### src/rtl/apu_pkg.sv
// Shared definitions for the sound-effect scheduler.
// Holds the effect ids, the scheduler state encoding, the constant effect
// table (periods, levels, durations, noise flags), the jingle note ROM and
// the fixed-priority helpers. No ports; imported by the interface and RTL.
package apu_pkg;

    // Effect ids as seen on active_id.
    localparam logic [1:0] SFX_HURT   = 2'd0;
    localparam logic [1:0] SFX_HIT    = 2'd1;
    localparam logic [1:0] SFX_SHEEP  = 2'd2;
    localparam logic [1:0] SFX_JINGLE = 2'd3;

    typedef enum logic [1:0] {
        ST_IDLE = 2'd0,
        ST_PLAY = 2'd1,
        ST_GAP  = 2'd2
    } sfx_state_e;

    localparam int FRAMES_W = 5;

    // Effect table.
    localparam logic [15:0] PERIOD_HURT  = 16'd200;
    localparam logic [15:0] PERIOD_HIT   = 16'd0;
    localparam logic [15:0] PERIOD_SHEEP = 16'd600;

    localparam logic [3:0] LEVEL_HURT   = 4'd12;
    localparam logic [3:0] LEVEL_HIT    = 4'd10;
    localparam logic [3:0] LEVEL_SHEEP  = 4'd8;
    localparam logic [3:0] LEVEL_JINGLE = 4'd14;

    localparam logic [FRAMES_W-1:0] FRAMES_HURT  = 5'd6;
    localparam logic [FRAMES_W-1:0] FRAMES_HIT   = 5'd4;
    localparam logic [FRAMES_W-1:0] FRAMES_SHEEP = 5'd10;

    localparam logic NOISE_HURT   = 1'b0;
    localparam logic NOISE_HIT    = 1'b1;
    localparam logic NOISE_SHEEP  = 1'b0;
    localparam logic NOISE_JINGLE = 1'b0;

    // Game-end jingle, one half-period per note.
    localparam logic [15:0] JINGLE_ROM [4] = '{16'd600, 16'd400, 16'd500, 16'd700};

    // Priority rank, 0 is most urgent: jingle > hurt > hit > sheep.
    function automatic logic [1:0] sfx_rank(input logic [1:0] id);
        return (id == SFX_JINGLE) ? 2'd0 : id + 2'd1;
    endfunction

    // Highest-priority id present in a request vector (caller checks |req).
    function automatic logic [1:0] sfx_pick(input logic [3:0] req);
        logic [1:0] id;
        id = SFX_HURT;
        if (req[SFX_JINGLE])     id = SFX_JINGLE;
        else if (req[SFX_HURT])  id = SFX_HURT;
        else if (req[SFX_HIT])   id = SFX_HIT;
        else if (req[SFX_SHEEP]) id = SFX_SHEEP;
        return id;
    endfunction

endpackage

### src/rtl/sfx_scheduler_if.sv
// Bundle between the game logic and the sound-effect scheduler.
// master: game side (drives frame_tick and the request pulses, sees the voice)
// slave : scheduler side (drives the voice configuration and debug state)
// Signalling: frame_tick and req_* are single-cycle pulses sampled on the
// rising clock edge; there is no back-pressure, a pulse the scheduler cannot
// accept is simply dropped. Voice outputs are registered and change only on
// clock edges; active_id is meaningful only while voice_on is high.
interface sfx_scheduler_if #(
    parameter int PERIOD_W = 16
);
    import apu_pkg::*;

    logic                frame_tick;
    logic                req_hurt;
    logic                req_hit;
    logic                req_sheep;
    logic                req_jingle;
    logic                voice_on;
    logic                voice_noise;
    logic [PERIOD_W-1:0] voice_period;
    logic [3:0]          voice_level;
    logic [1:0]          active_id;
    logic                busy;
    sfx_state_e          dbg_state;

    modport master (
        output frame_tick, req_hurt, req_hit, req_sheep, req_jingle,
        input  voice_on, voice_noise, voice_period, voice_level, active_id, busy, dbg_state
    );

    modport slave (
        input  frame_tick, req_hurt, req_hit, req_sheep, req_jingle,
        output voice_on, voice_noise, voice_period, voice_level, active_id, busy, dbg_state
    );
endinterface

### src/rtl/sfx_cooldown_timer.sv
// Per-source cooldown counter, counted in video frames.
// Ports: clk, reset (sync, active-high), frame_tick_i (frame pulse),
// load_i (restart at COOLDOWN_FRAMES), zero_o (source may be accepted).
// The counter stops at zero; a load wins over a same-edge frame decrement.
module sfx_cooldown_timer #(
    parameter int COOLDOWN_FRAMES = 8
) (
    input  logic clk,
    input  logic reset,
    input  logic frame_tick_i,
    input  logic load_i,
    output logic zero_o
);
    localparam int CW = $clog2(COOLDOWN_FRAMES + 1);

    logic [CW-1:0] count_q, count_d;

    always_comb begin
        count_d = count_q;
        if (load_i)
            count_d = CW'(COOLDOWN_FRAMES);
        else if (frame_tick_i && count_q != '0)
            count_d = count_q - CW'(1);
    end

    always_ff @(posedge clk) begin
        if (reset) count_q <= '0;
        else       count_q <= count_d;
    end

    assign zero_o = (count_q == '0);
endmodule

### src/rtl/sfx_scheduler.sv
// Sound-effect scheduler for the single APU voice.
// Latches request pulses, arbitrates by fixed priority, applies per-source
// cooldowns, times effects in frames and steps the 4-note jingle.
// Ports: clk, reset (sync, active-high), bus (sfx_scheduler_if.slave):
// frame_tick/req_* in; voice_on/noise/period/level, active_id, busy and
// dbg_state out, all registered.
module sfx_scheduler
    import apu_pkg::*;
#(
    parameter int COOLDOWN_FRAMES = 8,
    parameter int NOTE_FRAMES     = 8,
    parameter int PERIOD_W        = 16
) (
    input  logic            clk,
    input  logic            reset,
    sfx_scheduler_if.slave  bus
);
    sfx_state_e          state_q;
    logic [3:0]          pending_q;
    logic [FRAMES_W-1:0] frames_left_q;
    logic [1:0]          note_idx_q;
    logic                voice_on_q, voice_noise_q;
    logic [PERIOD_W-1:0] voice_period_q;
    logic [3:0]          voice_level_q;
    logic [1:0]          active_id_q;

    logic [3:0] req_v, playing_v, blocked, eff_req, cd_zero, cd_load, grant_mask;
    logic [1:0] grant_id, next_note;
    logic       note_end, jingle_more, do_end, do_preempt, do_grant;

    logic                g_noise;
    logic [15:0]         g_period;
    logic [3:0]          g_level;
    logic [FRAMES_W-1:0] g_frames;

    assign req_v = {bus.req_jingle, bus.req_sheep, bus.req_hit, bus.req_hurt};

    // A pulse from a source in cooldown, or from the effect now playing,
    // is dropped rather than queued.
    assign playing_v = voice_on_q ? (4'b0001 << active_id_q) : 4'b0000;
    assign blocked   = ~cd_zero | playing_v;
    assign eff_req   = pending_q | (req_v & ~blocked);
    assign grant_id  = sfx_pick(eff_req);

    assign note_end    = (state_q == ST_PLAY) && bus.frame_tick && (frames_left_q == 5'd1);
    assign jingle_more = (active_id_q == SFX_JINGLE) && (note_idx_q != 2'd3);
    assign next_note   = note_idx_q + 2'd1;
    assign do_end      = note_end && !jingle_more;
    // An ending effect takes priority over preemption: the newcomer stays
    // pending and plays after the gap.
    assign do_preempt  = (state_q == ST_PLAY) && !note_end && (|eff_req) &&
                         (sfx_rank(grant_id) < sfx_rank(active_id_q));
    assign do_grant    = ((state_q == ST_IDLE) && (|eff_req)) || do_preempt;
    assign grant_mask  = do_grant ? (4'b0001 << grant_id) : 4'b0000;
    assign cd_load     = (do_end || do_preempt) ? (4'b0001 << active_id_q) : 4'b0000;

    always_comb begin
        g_noise  = 1'b0;
        g_period = '0;
        g_level  = '0;
        g_frames = '0;
        case (grant_id)
            SFX_HURT: begin
                g_noise = NOISE_HURT;  g_period = PERIOD_HURT;
                g_level = LEVEL_HURT;  g_frames = FRAMES_HURT;
            end
            SFX_HIT: begin
                g_noise = NOISE_HIT;   g_period = PERIOD_HIT;
                g_level = LEVEL_HIT;   g_frames = FRAMES_HIT;
            end
            SFX_SHEEP: begin
                g_noise = NOISE_SHEEP; g_period = PERIOD_SHEEP;
                g_level = LEVEL_SHEEP; g_frames = FRAMES_SHEEP;
            end
            default: begin
                g_noise = NOISE_JINGLE; g_period = JINGLE_ROM[0];
                g_level = LEVEL_JINGLE; g_frames = FRAMES_W'(NOTE_FRAMES);
            end
        endcase
    end

    for (genvar i = 0; i < 4; i++) begin : g_cd
        sfx_cooldown_timer #(.COOLDOWN_FRAMES(COOLDOWN_FRAMES)) u_cd (
            .clk          (clk),
            .reset        (reset),
            .frame_tick_i (bus.frame_tick),
            .load_i       (cd_load[i]),
            .zero_o       (cd_zero[i])
        );
    end

    always_ff @(posedge clk) begin
        if (reset) begin
            state_q        <= ST_IDLE;
            pending_q      <= '0;
            frames_left_q  <= '0;
            note_idx_q     <= '0;
            voice_on_q     <= 1'b0;
            voice_noise_q  <= 1'b0;
            voice_period_q <= '0;
            voice_level_q  <= '0;
            active_id_q    <= '0;
        end else begin
            pending_q <= eff_req & ~grant_mask;
            if (do_grant) begin
                // Fresh grant from IDLE or a direct hand-over on preemption.
                state_q        <= ST_PLAY;
                voice_on_q     <= 1'b1;
                voice_noise_q  <= g_noise;
                voice_period_q <= PERIOD_W'(g_period);
                voice_level_q  <= g_level;
                active_id_q    <= grant_id;
                frames_left_q  <= g_frames;
                note_idx_q     <= '0;
            end else begin
                case (state_q)
                    ST_PLAY: begin
                        if (do_end) begin
                            state_q        <= ST_GAP;
                            voice_on_q     <= 1'b0;
                            voice_noise_q  <= 1'b0;
                            voice_period_q <= '0;
                            voice_level_q  <= '0;
                            active_id_q    <= '0;
                            frames_left_q  <= '0;
                            note_idx_q     <= '0;
                        end else if (note_end) begin
                            // Next jingle note, seamless.
                            note_idx_q     <= next_note;
                            voice_period_q <= PERIOD_W'(JINGLE_ROM[next_note]);
                            frames_left_q  <= FRAMES_W'(NOTE_FRAMES);
                        end else if (bus.frame_tick && frames_left_q != '0) begin
                            frames_left_q  <= frames_left_q - 5'd1;
                        end
                    end
                    ST_GAP:  state_q <= ST_IDLE;
                    default: ;
                endcase
            end
        end
    end

    assign bus.voice_on     = voice_on_q;
    assign bus.voice_noise  = voice_noise_q;
    assign bus.voice_period = voice_period_q;
    assign bus.voice_level  = voice_level_q;
    assign bus.active_id    = active_id_q;
    assign bus.busy         = voice_on_q;
    assign bus.dbg_state    = state_q;
endmodule

### src/flat_wrapper.sv
// flat-port wrapper written by rule: the top's interface ports become plain ports
module sfx_scheduler_flat import apu_pkg::*;
#(
    parameter int COOLDOWN_FRAMES = 8,
    parameter int NOTE_FRAMES     = 8,
    parameter int PERIOD_W        = 16
)
  (clk, reset, bus_frame_tick, bus_req_hurt, bus_req_hit, bus_req_sheep, bus_req_jingle, bus_voice_on, bus_voice_noise, bus_voice_period, bus_voice_level, bus_active_id, bus_busy, bus_dbg_state);
  sfx_scheduler_if #(.PERIOD_W(PERIOD_W)) bus_i ();
  input  logic clk;
  input  logic reset;
  input wire logic [$bits(bus_i.frame_tick)-1:0] bus_frame_tick;
  input wire logic [$bits(bus_i.req_hurt)-1:0] bus_req_hurt;
  input wire logic [$bits(bus_i.req_hit)-1:0] bus_req_hit;
  input wire logic [$bits(bus_i.req_sheep)-1:0] bus_req_sheep;
  input wire logic [$bits(bus_i.req_jingle)-1:0] bus_req_jingle;
  output wire logic [$bits(bus_i.voice_on)-1:0] bus_voice_on;
  output wire logic [$bits(bus_i.voice_noise)-1:0] bus_voice_noise;
  output wire logic [$bits(bus_i.voice_period)-1:0] bus_voice_period;
  output wire logic [$bits(bus_i.voice_level)-1:0] bus_voice_level;
  output wire logic [$bits(bus_i.active_id)-1:0] bus_active_id;
  output wire logic [$bits(bus_i.busy)-1:0] bus_busy;
  output wire logic [$bits(bus_i.dbg_state)-1:0] bus_dbg_state;
  assign bus_i.frame_tick = bus_frame_tick;
  assign bus_i.req_hurt = bus_req_hurt;
  assign bus_i.req_hit = bus_req_hit;
  assign bus_i.req_sheep = bus_req_sheep;
  assign bus_i.req_jingle = bus_req_jingle;
  assign bus_voice_on = bus_i.voice_on;
  assign bus_voice_noise = bus_i.voice_noise;
  assign bus_voice_period = bus_i.voice_period;
  assign bus_voice_level = bus_i.voice_level;
  assign bus_active_id = bus_i.active_id;
  assign bus_busy = bus_i.busy;
  assign bus_dbg_state = bus_i.dbg_state;
  sfx_scheduler #(.COOLDOWN_FRAMES(COOLDOWN_FRAMES), .NOTE_FRAMES(NOTE_FRAMES), .PERIOD_W(PERIOD_W)) u_core (.clk(clk), .reset(reset), .bus(bus_i));
endmodule
### config.mk
export PLATFORM = sky130hd
export DESIGN_NAME = sfx_scheduler_flat
export DESIGN_NICKNAME = d
export VERILOG_FILES = /design/src/rtl/apu_pkg.sv /design/src/rtl/sfx_scheduler_if.sv /design/src/rtl/sfx_cooldown_timer.sv /design/src/rtl/sfx_scheduler.sv /design/src/flat_wrapper.sv
export SDC_FILE = /design/constraint.sdc
export NUM_CORES = 1
export LEC_CHECK = 0
export ABC_CLOCK_PERIOD_IN_PS = 8700
export CAP_MARGIN = 15
export CORE_MARGIN = 2
export CORE_UTILIZATION = 41
export DETAILED_ROUTE_END_ITERATION = 8
export SLEW_MARGIN = 20
export SYNTH_ARGS = -nofsm -noshare
export SYNTH_HDL_FRONTEND = slang
export SYNTH_SLANG_ARGS = --single-unit
### constraint.sdc
create_clock -name clk -period 8.7 [get_ports clk]
set_input_delay 0.87 -clock clk [delete_from_list [all_inputs] [get_ports clk]]
set_output_delay 0.87 -clock clk [all_outputs]
set_load 0.005 [all_outputs]
# == Word level (Yosys, flattened, before mapping) ==
# Index checks and enable logic that the tools add are counted.
# W data, S select, Z words.
# classes
add_sub_neg,8
order_cmp,2
n_eq_ne,10
shifts,2
mux,48
bitwise_logic,8
n_reduce_logical,51
# op_table
op,n
$mux W16,6
$mux W4,14
$bmux W16 S2,1
$mux W5,5
$mux W2,12
$pmux W10 S2,1
$reduce_bool A4 Y1,5
$logic_not A4 Y1,4
$reduce_bool A2 Y1,8
$sub A4 B1 Y4 const B,4
$logic_and A1 B1 Y1,13
$not A4 Y4,3
$pmux W4 S3,1
$reduce_and A2 Y1,6
$reduce_or A2 Y1,5
$pmux W3 S3,1
$and A4 B4 Y4,2
$eq A2 B2 Y1 const B,4
$or A4 B4 Y4,2
$shl A1 B2 Y4 const A,2
$add A2 B1 Y2 const B,3
$mux W1,6
$reduce_bool A3 Y1,2
$eq A5 B1 Y1 const B,1
other kinds (14),18
# word_totals
regBits,53
inputBits,7
out_inout_bits,27
word_cells,147

# == Depth between registers and ports, before layout ==
# Gate-level depths: netlist of run 1.
# depth
word_depth,18
depth_mapped,14
mapped_depth_nobuf,13

# == By module ==
# A second synthesis of run 1 with hierarchy kept.
# unflattened
cells_unflattened,283
hier_area_um2,2521.2
# by_module_without_submodules
mod,instances,cells_per_inst,area_each_um2,seq_area_each_um2
sfx_scheduler,1,187,1635.3,520.5
sfx_cooldown_timer,4,24,221.5,80.1

# == Least setup slack after synthesis of run 1 ==
# OpenSTA, ideal clock, no wires.
# synth_timing
path_type,input -> register
startpoint,input bus_req_sheep
endpoint,register u_core.frames_left_q[3]
setup_ns,0.121
arrival_time_ns,3.151
t_required_ns,8.579
slack_ns,5.428
path_stages,9
n_path_buf,0
cell_sequence,a41oi_1 > o31a_1 > ha_1 > inv_1 > ha_1 > o21ai_0 > a41oi_2 > nor3_4 > mux2_4
# synth_via
elab_chain_len,13
elab_cells_between_ends,23
classes_between,add/sub: 1; order compare: 1; eq/ne: 3; mux: 7; bitwise: 2; reduce/logical: 9
# synth_lines
item,line_no,source
"start, declared",flat_wrapper.sv:15,input wire logic [$bits(bus_i.req_sheep)-1:0] bus_req_sheep;
$and A4 B4 Y4 *,sfx_scheduler.sv:42,assign eff_req = pending_q | (req_v & ~blocked);
$or A4 B4 Y4 *,sfx_scheduler.sv:42,
$mux W2,apu_pkg.sv:55,else if (req[SFX_SHEEP]) id = SFX_SHEEP;
$mux W2,apu_pkg.sv:54,else if (req[SFX_HIT]) id = SFX_HIT;
$mux W2,apu_pkg.sv:53,else if (req[SFX_HURT]) id = SFX_HURT;
$mux W2,apu_pkg.sv:52,if (req[SFX_JINGLE]) id = SFX_JINGLE;
$add A2 B1 Y2 / $eq A2 B2 Y1 (equally long branches),apu_pkg.sv:45,return (id == SFX_JINGLE) ? 2'd0 : id + 2'd1;
$mux W2,apu_pkg.sv:45,
$lt A2 B2 Y1,sfx_scheduler.sv:52,(sfx_rank(grant_id) < sfx_rank(active_id_q));
$logic_and A1 B1 Y1,sfx_scheduler.sv:51,assign do_preempt = (state_q == ST_PLAY) && !note_end && (|eff_req) &&
$logic_or A1 B1 Y1,sfx_scheduler.sv:53,assign do_grant = ((state_q == ST_IDLE) && (|eff_req)) || do_preempt;
$reduce_bool A4 Y1 (no line) / $reduce_bool A2 Y1 (equally long branches),--,
$reduce_and A2 Y1 (no line),--,
"end signal, assigned",sfx_scheduler.sv:113,frames_left_q <= g_frames;
"end signal, assigned",sfx_scheduler.sv:131,frames_left_q <= FRAMES_W'(NOTE_FRAMES);
"end signal, assigned",sfx_scheduler.sv:133,frames_left_q <= frames_left_q - 5'd1;
"end, declared",sfx_scheduler.sv:20,logic [FRAMES_W-1:0] frames_left_q;
# Mark *: on every way between the ends. The rest lies on a longest branch, timed or not.
# A chain may end at the register's enable or synchronous reset.

# == Worst setup path after layout of run 1 ==
# layout_timing
startpoint,input bus_req_sheep
endpoint,register u_core.voice_period_q[4] (netlist: u_core.bus.voice_period[4])
# layout_via
elab_chain_len,13
elab_cells_between_ends,22
classes_between,add/sub: 1; order compare: 1; eq/ne: 2; mux: 7; bitwise: 2; reduce/logical: 9
# layout_lines
item,line_no,source
$and A4 B4 Y4 *,sfx_scheduler.sv:42,
$or A4 B4 Y4 *,sfx_scheduler.sv:42,
$mux W2,apu_pkg.sv:55,
$mux W2,apu_pkg.sv:54,
$mux W2,apu_pkg.sv:53,
$mux W2,apu_pkg.sv:52,
$add A2 B1 Y2 / $eq A2 B2 Y1 (equally long branches),apu_pkg.sv:45,
$mux W2,apu_pkg.sv:45,
$lt A2 B2 Y1,sfx_scheduler.sv:52,
$logic_and A1 B1 Y1,sfx_scheduler.sv:51,
$logic_or A1 B1 Y1,sfx_scheduler.sv:53,
$reduce_bool A3 Y1 (no line) / $reduce_bool A2 Y1 (equally long branches),--,
$reduce_and A2 Y1 (no line),--,
"end signal, assigned",sfx_scheduler.sv:110,voice_period_q <= PERIOD_W'(g_period);
"end signal, assigned",sfx_scheduler.sv:130,voice_period_q <= PERIOD_W'(JINGLE_ROM[next_note]);
"end, declared",sfx_scheduler.sv:23,logic [PERIOD_W-1:0] voice_period_q;
# Marks and branches as above.

==> results of run 1 <==
placed cells by master (no fill, tap or decap), types with 3 or more instances in the layout:
| master | Yosys | routed |
|---|---|---|
| sky130_fd_sc_hd__a211oi_1 | 3 | 3 |
| sky130_fd_sc_hd__a41o_1 | 3 | 3 |
| sky130_fd_sc_hd__nand2_1 | 28 | 28 |
| sky130_fd_sc_hd__conb_1 | 1 | 9 |
| sky130_fd_sc_hd__or4_1 | 4 | 4 |
| sky130_fd_sc_hd__inv_1 | 26 | 26 |
| sky130_fd_sc_hd__and3_1 | 3 | 3 |
| sky130_fd_sc_hd__xnor2_1 | 4 | 4 |
| sky130_fd_sc_hd__dfxtp_1 | 42 | 42 |
| sky130_fd_sc_hd__or3b_2 | 4 | 4 |
| sky130_fd_sc_hd__a21oi_1 | 23 | 23 |
| sky130_fd_sc_hd__xor2_1 | 9 | 9 |
| sky130_fd_sc_hd__a221oi_1 | 3 | 3 |
| sky130_fd_sc_hd__a31o_2 | 5 | 5 |
| sky130_fd_sc_hd__nor2_1 | 17 | 17 |
| sky130_fd_sc_hd__clkdlybuf4s50_1 | 0 | 24 |
| sky130_fd_sc_hd__nand4_1 | 3 | 3 |
| sky130_fd_sc_hd__o22ai_1 | 4 | 4 |
| sky130_fd_sc_hd__ha_1 | 24 | 24 |
| sky130_fd_sc_hd__a31oi_1 | 4 | 4 |
| sky130_fd_sc_hd__clkbuf_8 | 0 | 6 |
| sky130_fd_sc_hd__nor3_1 | 6 | 6 |
| sky130_fd_sc_hd__nand3_1 | 9 | 9 |
| sky130_fd_sc_hd__o21ai_0 | 3 | 3 |
per-stage QoR:
stage,util (%),cells
global route,49.0,386
floorplan,-,300
detailed placement,46.7,378
CTS,49.0,386
global placement,46.7,378
finish,49.0,386
path summary, 6_finish.rpt:
path	from	to	depth (start not counted)
worst max-delay path	bus_req_sheep	u_core.bus.voice_period[4]$_SDFFE_PP0P_	10
worst min-delay path	u_core.note_idx_q[1]$_SDFFE_PP0P_	u_core.note_idx_q[1]$_SDFFE_PP0P_	2
worst max register to register	u_core.bus.active_id[0]$_SDFFE_PP0P_	u_core.bus.voice_period[4]$_SDFFE_PP0P_	11
worst min register to register	u_core.note_idx_q[1]$_SDFFE_PP0P_	u_core.note_idx_q[1]$_SDFFE_PP0P_	2
report_power, final:
group	leakage, nW	total (mW)	switching [mW]	internal, mW
Sequential	0.346	0.310	0.0507	0.259
Clock	0.0714	0.192	0.0697	0.122
Combinational	0.766	0.714	0.415	0.299
worst max-delay path, stage by stage:
cell and delay (ns):
sky130_fd_sc_hd__clkdlybuf4s50_1 0.46, sky130_fd_sc_hd__a41oi_1 0.20, sky130_fd_sc_hd__o31a_1 0.45, sky130_fd_sc_hd__ha_1 0.33
sky130_fd_sc_hd__inv_1 0.05, sky130_fd_sc_hd__ha_1 0.33, sky130_fd_sc_hd__o21ai_0 0.17, sky130_fd_sc_hd__a41o_1 0.52
sky130_fd_sc_hd__nand3_1 0.31, sky130_fd_sc_hd__mux2_2 0.36
routing by layer:
metal | up-vias | track usage (%)
li1 | 1065 | -
met1 | 978 | 23.7
met2 | 38 | 26.9
met3 | 7 | 3.98
met4 | 0 | 4.92
met5 | - | 0
area by class of cell:
| cell class | instances | area share [%] |
|---|---|---|
| clock buffer | 6 | 2.81 |
| multi-input combinational | 210 | 51.6 |
| sequential | 42 | 28.6 |
| tap | 75 | 3.19 |
| inverter | 26 | 3.32 |
| clock inverter | 2 | 2.04 |
| timing repair buffer | 25 | 8.43 |
flip-flops by register name, summed over array words and instances, names as in the netlist:
name,cells
u_core.bus.voice_period,7
u_core.g_cd.u_cd.count_q,16
u_core.frames_left_q,5
u_core.bus.dbg_state,2
u_core.bus.voice_noise,1
u_core.bus.voice_level,3
u_core.pending_q,4
u_core.note_idx_q,2
u_core.bus.active_id,2
cell families after synthesis:
logic type | Yosys count | synth area share, %
buffers and inverters | 48 | 9.14
flip-flops | 42 | 32.8
adder cells (fa/ha/maj) | 24 | 11.7
multiplexers | 4 | 1.81
AND/OR/NAND/NOR | 88 | 18.5
XOR/XNOR | 13 | 4.45
AO/OA/AOI/OAI | 72 | 21.4
other | 1 | 0.146
==> results by stage, run 1 <==
Outcome:
- The flow ran to the end, and the final reports show no timing, DRC or antenna violations.

Clocking:
- The cell sitting at the root of the clock tree is a sky130_fd_sc_hd__clkbuf_8.
- The clock sink count is 42.
- The number of H-tree branching levels is 2.
- The deepest clock path buffer count is 2.
- Hold repair after CTS inserted 0 buffers.
- The total setup buffers inserted after CTS is 0.
- The post-CTS resize count is 0.
- The source-to-sink clock delay at the later pin of the worst-skew pair is ~0.3 ns.
- TritonCTS created 5 clock buffers.
- The clock-pin slew on the worst setup and hold paths is 0.08 ns.
- The TritonCTS clock tree is done.

STA:
- Setup repair after global routing left no endpoint under its margin.
- The time the final worst path needs with I/O delays and setup is 3.85 ns.
- The final critical path takes up between 40 and 50% of the cycle.
- The highest achievable clock rate is 260 MHz.
- The worst hold slack across all endpoints is about 0.47 ns.
- The worst setup slack after layout is 4.85 ns.
- The final max-slew violation count is 0.
- Setup total negative slack on the finished layout was measured at 0 ns.
- The worst clock skew on the final layout is 0.0103 ns.
- The worst pin sits at a relative slew slack of a little under two fifths.
- For the pin with the worst max-slew slack, the measured transition is between 0.9 and 1 ns.
- The number of hold violations in the final report is 0.
- The final count of negative-setup-slack endpoints is 0.

Global route:
- The first global-routing pass estimated between 9000 and 10,000 um of wire.
- The via count of the first global-routing pass came to 1,964.
- Global routing used 17.2% of the available tracks across all layers.
- The remaining global-route overflow is 0.
- The initial antenna violation count is 0.
- The pin count of the biggest net entering global routing is 29.

Die:
- The die is 83.0 um tall.
- The area enclosed by the die boundary is 6890 um2.
- The initial utilization of the core area, before any placement, comes to 42.7%.
- The standard-cell row count is 28.
- The area of the core is 5990 um2.
- From left edge to right edge, the die measures 83.0 um.
- 34 I/O pins were placed.

Route:
- The detailed-routing iteration count for the pre-antenna-repair pass is 4.
- The via count of the routed design is around 2,100.
- The iteration-0 DRC count of the detailed router is 92.
- The average wire length per cell after detail routing is 15.2 um.
- The aggregate routed wire length is about 6000 um.
- The detailed-routed wire length on met2 is about 2700 um.
- The DRC violation count after routing is 0.
- Dividing the detail-routed via count by the number of cells gives 5.41.
- Signal routing reaches up to met4.
- In the detailed route, the total length drawn on met3 is 218 um.
- The detail route stage leaves a number of antenna-violating nets equal to 0.
- The detailed router put a total of 2880 um of wire on met1.

Layout:
- The number of fill cells is ~600.
- The sequential cells in the finished layout cover a total of 841 um2.
- The area growth from synthesis to layout is 14.8%.
- The total inserted antenna cells is 0.
- After routing the design area is 2940 um2.
- The post-route netlist has 9.00% of its cells at a drive strength greater than 1.
- The multi-input logic area is 1520 um2.
- The final layout contains 341 nets.

Yosys:
- The proportion of synthesized chip area in sequential cells is between 30% and 40%.
- In the post-synthesis netlist, the biggest area contributors are sky130_fd_sc_hd__dfxtp_1, sky130_fd_sc_hd__ha_1, sky130_fd_sc_hd__a21oi_1.
- Synthesis handed over a netlist of 292 instances.
- The most frequent cell after synthesis is sky130_fd_sc_hd__dfxtp_1.
- Among all flip-flop cells after synthesis, the most frequent one is sky130_fd_sc_hd__dfxtp_1.
- The Yosys step of the flow raised 0 warnings.
- In this run, synthesis inferred 0 flip-flops with an integrated enable.
- The post-synthesis instance area is approximately 2600 um2.
- The count of state elements after synthesis is 42.
- The area fraction of the dominant cell type after synthesis is 32.8%.
- The number of distinct library cells after synthesis is between 50 and 60.
- The commonest cells after synthesis are sky130_fd_sc_hd__dfxtp_1, sky130_fd_sc_hd__nand2_1, sky130_fd_sc_hd__inv_1, sky130_fd_sc_hd__ha_1, sky130_fd_sc_hd__a21oi_1.
- The top cell type by total area after synthesis is sky130_fd_sc_hd__dfxtp_1.
- The post-synthesis area per instance is 8.77 um2.
- The async set or reset register ratio after synthesis is 0%.

Critical path:
- The critical path is of the in2reg type.
- Data on the critical path is required at its endpoint by 8.90 ns.
- The data arrival time of the critical path is roughly 4.1 ns.
- The maximum fanout along the worst path is 12.
- The worst setup path is captured at a flip-flop.
- The worst register-to-register path has a setup slack of 4.97 ns.
- The type of element launching the critical path is a primary input.

Placement:
- The placed instances occupy a cell area of 2800 um2.
- After legalization and detailed placement, the total HPWL measured 4240 um.
- The count of port buffers added during placement is 24.
- The placer congestion estimate is around 0.89.
- Prior to clock tree synthesis, the placed netlist has a worst setup slack of 4.58 ns.

Pwr:
- The power per unit of standard cell area is just over 400 nW/um2.
- The design draws 1.22 mW.
- The worst IR drop on VDD is 0.000177 V.
- In this run the static leakage power is 1.18 nW.

Flow run:
- Max-cap violations in this run came to 0.

Hold path:
- The kind of path behind the tightest hold check is reg2reg.
No activity file was read; power rests on OpenSTA's default activity.
==> run 2, diff against run 1 <==
- ABC_CLOCK_PERIOD_IN_PS: 8700 -> 3210
- clock period: 8.7 -> 3.21 ns (I/O delays scaled with it)
==> run 2 against run 1 <==
Net effect: non-clock buffer count rose by 22; sequential power grew to 2.7 times the previous value; first-iteration DRC count decreased by 12%; critical path type is now reg2reg; clock power grew 85%; sequential share of layout area down 1.6 points; design area up 6.0%; hold slack better by 0.0014 ns; global-route usage is 0.66 points higher; core utilization rose by 3.0 points; combinational power grew to 3.4 times the previous value.
==> results by stage, run 2 (synthesis results as in run 1) <==
Clocking:
- The clock-pin slew on the worst setup and hold paths is 0.08 ns.
- TritonCTS built the clock tree.
- The source-to-sink clock delay at the later pin of the worst-skew pair is 0.30 ns.
- The deepest clock path buffer count is 2.
- In this run the number of H-tree levels came out at 2.
- The clock sink count is 42.
- The cell chosen for the clock root is sky130_fd_sc_hd__clkbuf_8.
- The number of clock buffers inserted by TritonCTS is 5.
- After clock tree synthesis, the flow added hold-fix buffers numbering 0.

Global route:
- Entering global routing, the biggest net connects 28 pins.
- The via count of the first global-routing pass came to 2,062.
- The initial antenna violation count is 0.
- The first global-routing pass estimated approximately 10000 um of wire.
- The total overflow left after global routing is 0.
- The overall global routing resource usage is between 10% and 20%.

Flow run:
- Across the run, the number of max-cap violations was 0.

Critical path:
- The type of element launching the critical path is a flip-flop.
- The critical path in this run is classified as reg2reg.
- STA classifies the critical path endpoint as a flip-flop.
- The data required time at the worst endpoint is 3.39 ns.
- Data arrives at the worst endpoint at 3.20 ns.
- The maximum fanout along the worst path is 5.

Hold path:
- The worst hold path belongs to the class reg2reg.

Layout:
- At the end of the flow, the number of nets in the layout was 363.
- The most common cell after layout, fill and taps aside is sky130_fd_sc_hd__dfxtp_1.
- In the final layout, the share of cells above drive strength 1 is between 10% and 20%.
- The multi-input combinational cells in the finished layout cover a total of 1580 um2.
- The register with the most flip-flops in the layout has 16 of them.
- Counting flops per register, the top entry is u_core.g_cd.u_cd.count_q.
- The area growth from synthesis to layout is 21.7%.
- Registers take 841 um2.
- The filler cells instantiated in the layout total 574.
- In the layout the commonest cells are sky130_fd_sc_hd__dfxtp_1, sky130_fd_sc_hd__nand2_1, sky130_fd_sc_hd__inv_1.
- The core utilization of the finished layout is 52.0%.
- 0 antenna diodes ended up in the layout.

Pwr:
- The cell leakage power is 1.28 nW.
- After layout, the design draws a total of 3.59 mW.
- The power per unit of standard cell area is approximately 1200 nW/um2.
- The worst-case IR drop observed on VDD is 0.000606 V.

Die:
- The floorplan has 28 rows.
- During I/O placement, the number of pins put on the boundary was 34.
- The region available for standard cell placement spans 5990 um2.
- The initial utilization of the core area, before any placement, comes to approximately 43%.
- From left edge to right edge, the die measures approximately 83 um.
- The area enclosed by the die boundary is 6890 um2.
- The chip height is 83.0 um.

Placement:
- Routability-driven placement finished with a final weighted congestion of around 0.83.
- OpenSTA, run right after detailed placement, puts the worst setup slack at -0.0835 ns.
- Summed over all nets, the half-perimeter wirelength after detailed placement is 4450 um.
- The count of port buffers added during placement is 24.

Route:
- The routed design has 6000 um of wire.
- Using the TritonRoute via totals, the vias-per-cell ratio works out to 5.38.
- The residual antenna-violating net count after detailed routing is 0.
- The routed layout has around 2,200 vias.
- The average wire length per cell after detail routing is between 10 and 15 um.
- After detailed routing, the number of remaining DRC violations is 0.
- The detailed-routing iteration count for the pre-antenna-repair pass is 4.
- The iteration-0 DRC count of the detailed router is 81.

STA:
- Clock skew on the completed layout was measured at roughly 0.0097 ns.
- Of the available clock period, the critical path in the final layout requires 94.1%.
- The time the final worst path needs with I/O delays and setup is 3.02 ns.
- The worst slew margin relative to its limit is 66.4%.
- The worst setup slack after layout is 0.189 ns.
- The final max-slew violation count came to 0.
- Setup violations remaining at the end of the flow were counted as 0.
- At the pin with the least slew margin, the transition time is 0.502 ns.
- Derived from the worst setup path, the maximum achievable clock frequency is 331 MHz.
- The worst hold slack across all endpoints is 0.472 ns.
- Setup repair after global routing left no endpoint under its margin.
- The number of hold violations in the final report is 0.

Outcome:
- The run finished with clean final reports.
==> run 2: cell type report <==
class / instances / area share [%]
multi-input combinational: 210 / 50.6
sequential: 42 / 27.0
timing repair buffer: 47 / 13.3
inverter: 26 / 3.13
tap: 75 / 3.01
clock buffer: 7 / 2.77
clock inverter: 1 / 0.161
==> run 2: where the power goes <==
group | internal (mW) | switching (mW) | leakage (nW) | total [mW]
Clock | 0.174 | 0.182 | 0.0482 | 0.356
Combinational | 1.13 | 1.27 | 0.887 | 2.41
Sequential | 0.702 | 0.128 | 0.346 | 0.830
Total | 2.01 | 1.58 | 1.28 | 3.59
==> run 2: critical path, cell delays in order (launching register included) <==
cell and delay (ns):
sky130_fd_sc_hd__dfxtp_1 0.33, sky130_fd_sc_hd__inv_1 0.07, sky130_fd_sc_hd__ha_1 0.20, sky130_fd_sc_hd__nor3b_2 0.17
sky130_fd_sc_hd__a31o_2 0.27, sky130_fd_sc_hd__o31a_1 0.31, sky130_fd_sc_hd__ha_1 0.32, sky130_fd_sc_hd__inv_1 0.11
sky130_fd_sc_hd__ha_4 0.22, sky130_fd_sc_hd__o21ai_2 0.08, sky130_fd_sc_hd__a41oi_2 0.20, sky130_fd_sc_hd__buf_4 0.20
sky130_fd_sc_hd__o311ai_1 0.31, sky130_fd_sc_hd__a21oi_1 0.11
==> run 2: timing repair <==
| item | CTS | global route |
|---|---|---|
| pin swaps | 1 | 4 |
| gates resized for setup | 3 | 12 |
| endpoints found under the setup margin | 19 | 41 |
| cloned | 0 | 1 |
| buffers inserted | 1 | 2 |
==> run 2: final timing paths <==
path,endpoint,start,cells past startpoint,slack [ns]
setup / recovery,u_core.bus.active_id[1]$_SDFFE_PP0P_,u_core.g_cd[0].u_cd.count_q[0]$_SDFFE_PP0P_,13,0.19
hold / removal,u_core.bus.voice_period[5]$_SDFFE_PP0P_,u_core.bus.voice_period[5]$_SDFFE_PP0P_,2,0.47
setup reg to reg,u_core.bus.active_id[1]$_SDFFE_PP0P_,u_core.g_cd[0].u_cd.count_q[0]$_SDFFE_PP0P_,13,0.19
hold reg to reg,u_core.bus.voice_period[5]$_SDFFE_PP0P_,u_core.bus.voice_period[5]$_SDFFE_PP0P_,2,0.47
==> run 2: metrics by stage <==
stage / std cells / cell area (um2) / setup TNS (ns)
floorplan: 300 / 2590 / 0
global placement: 396 / 2930 / 0
detailed placement: 396 / 2930 / -1.11
CTS: 405 / 3040 / 0
global route: 408 / 3120 / 0
finish: 408 / 3120 / 0
==> run 2: routing by layer <==
metal | vias to the layer above | GRT usage [%] | wire (um)
li1 | 1107 | - | -
met4 | 0 | 6.26 | 96
met5 | - | 0 | 0
met2 | 40 | 29.5 | 2800
met3 | 7 | 4.17 | 224
met1 | 1042 | 22.8 | 2880
==> run 3, diff against run 2 <==
- CAP_MARGIN: 15 -> 25
==> results of run 3 <==
No change in the layout: final DEF, timing and power equal those of run 2.
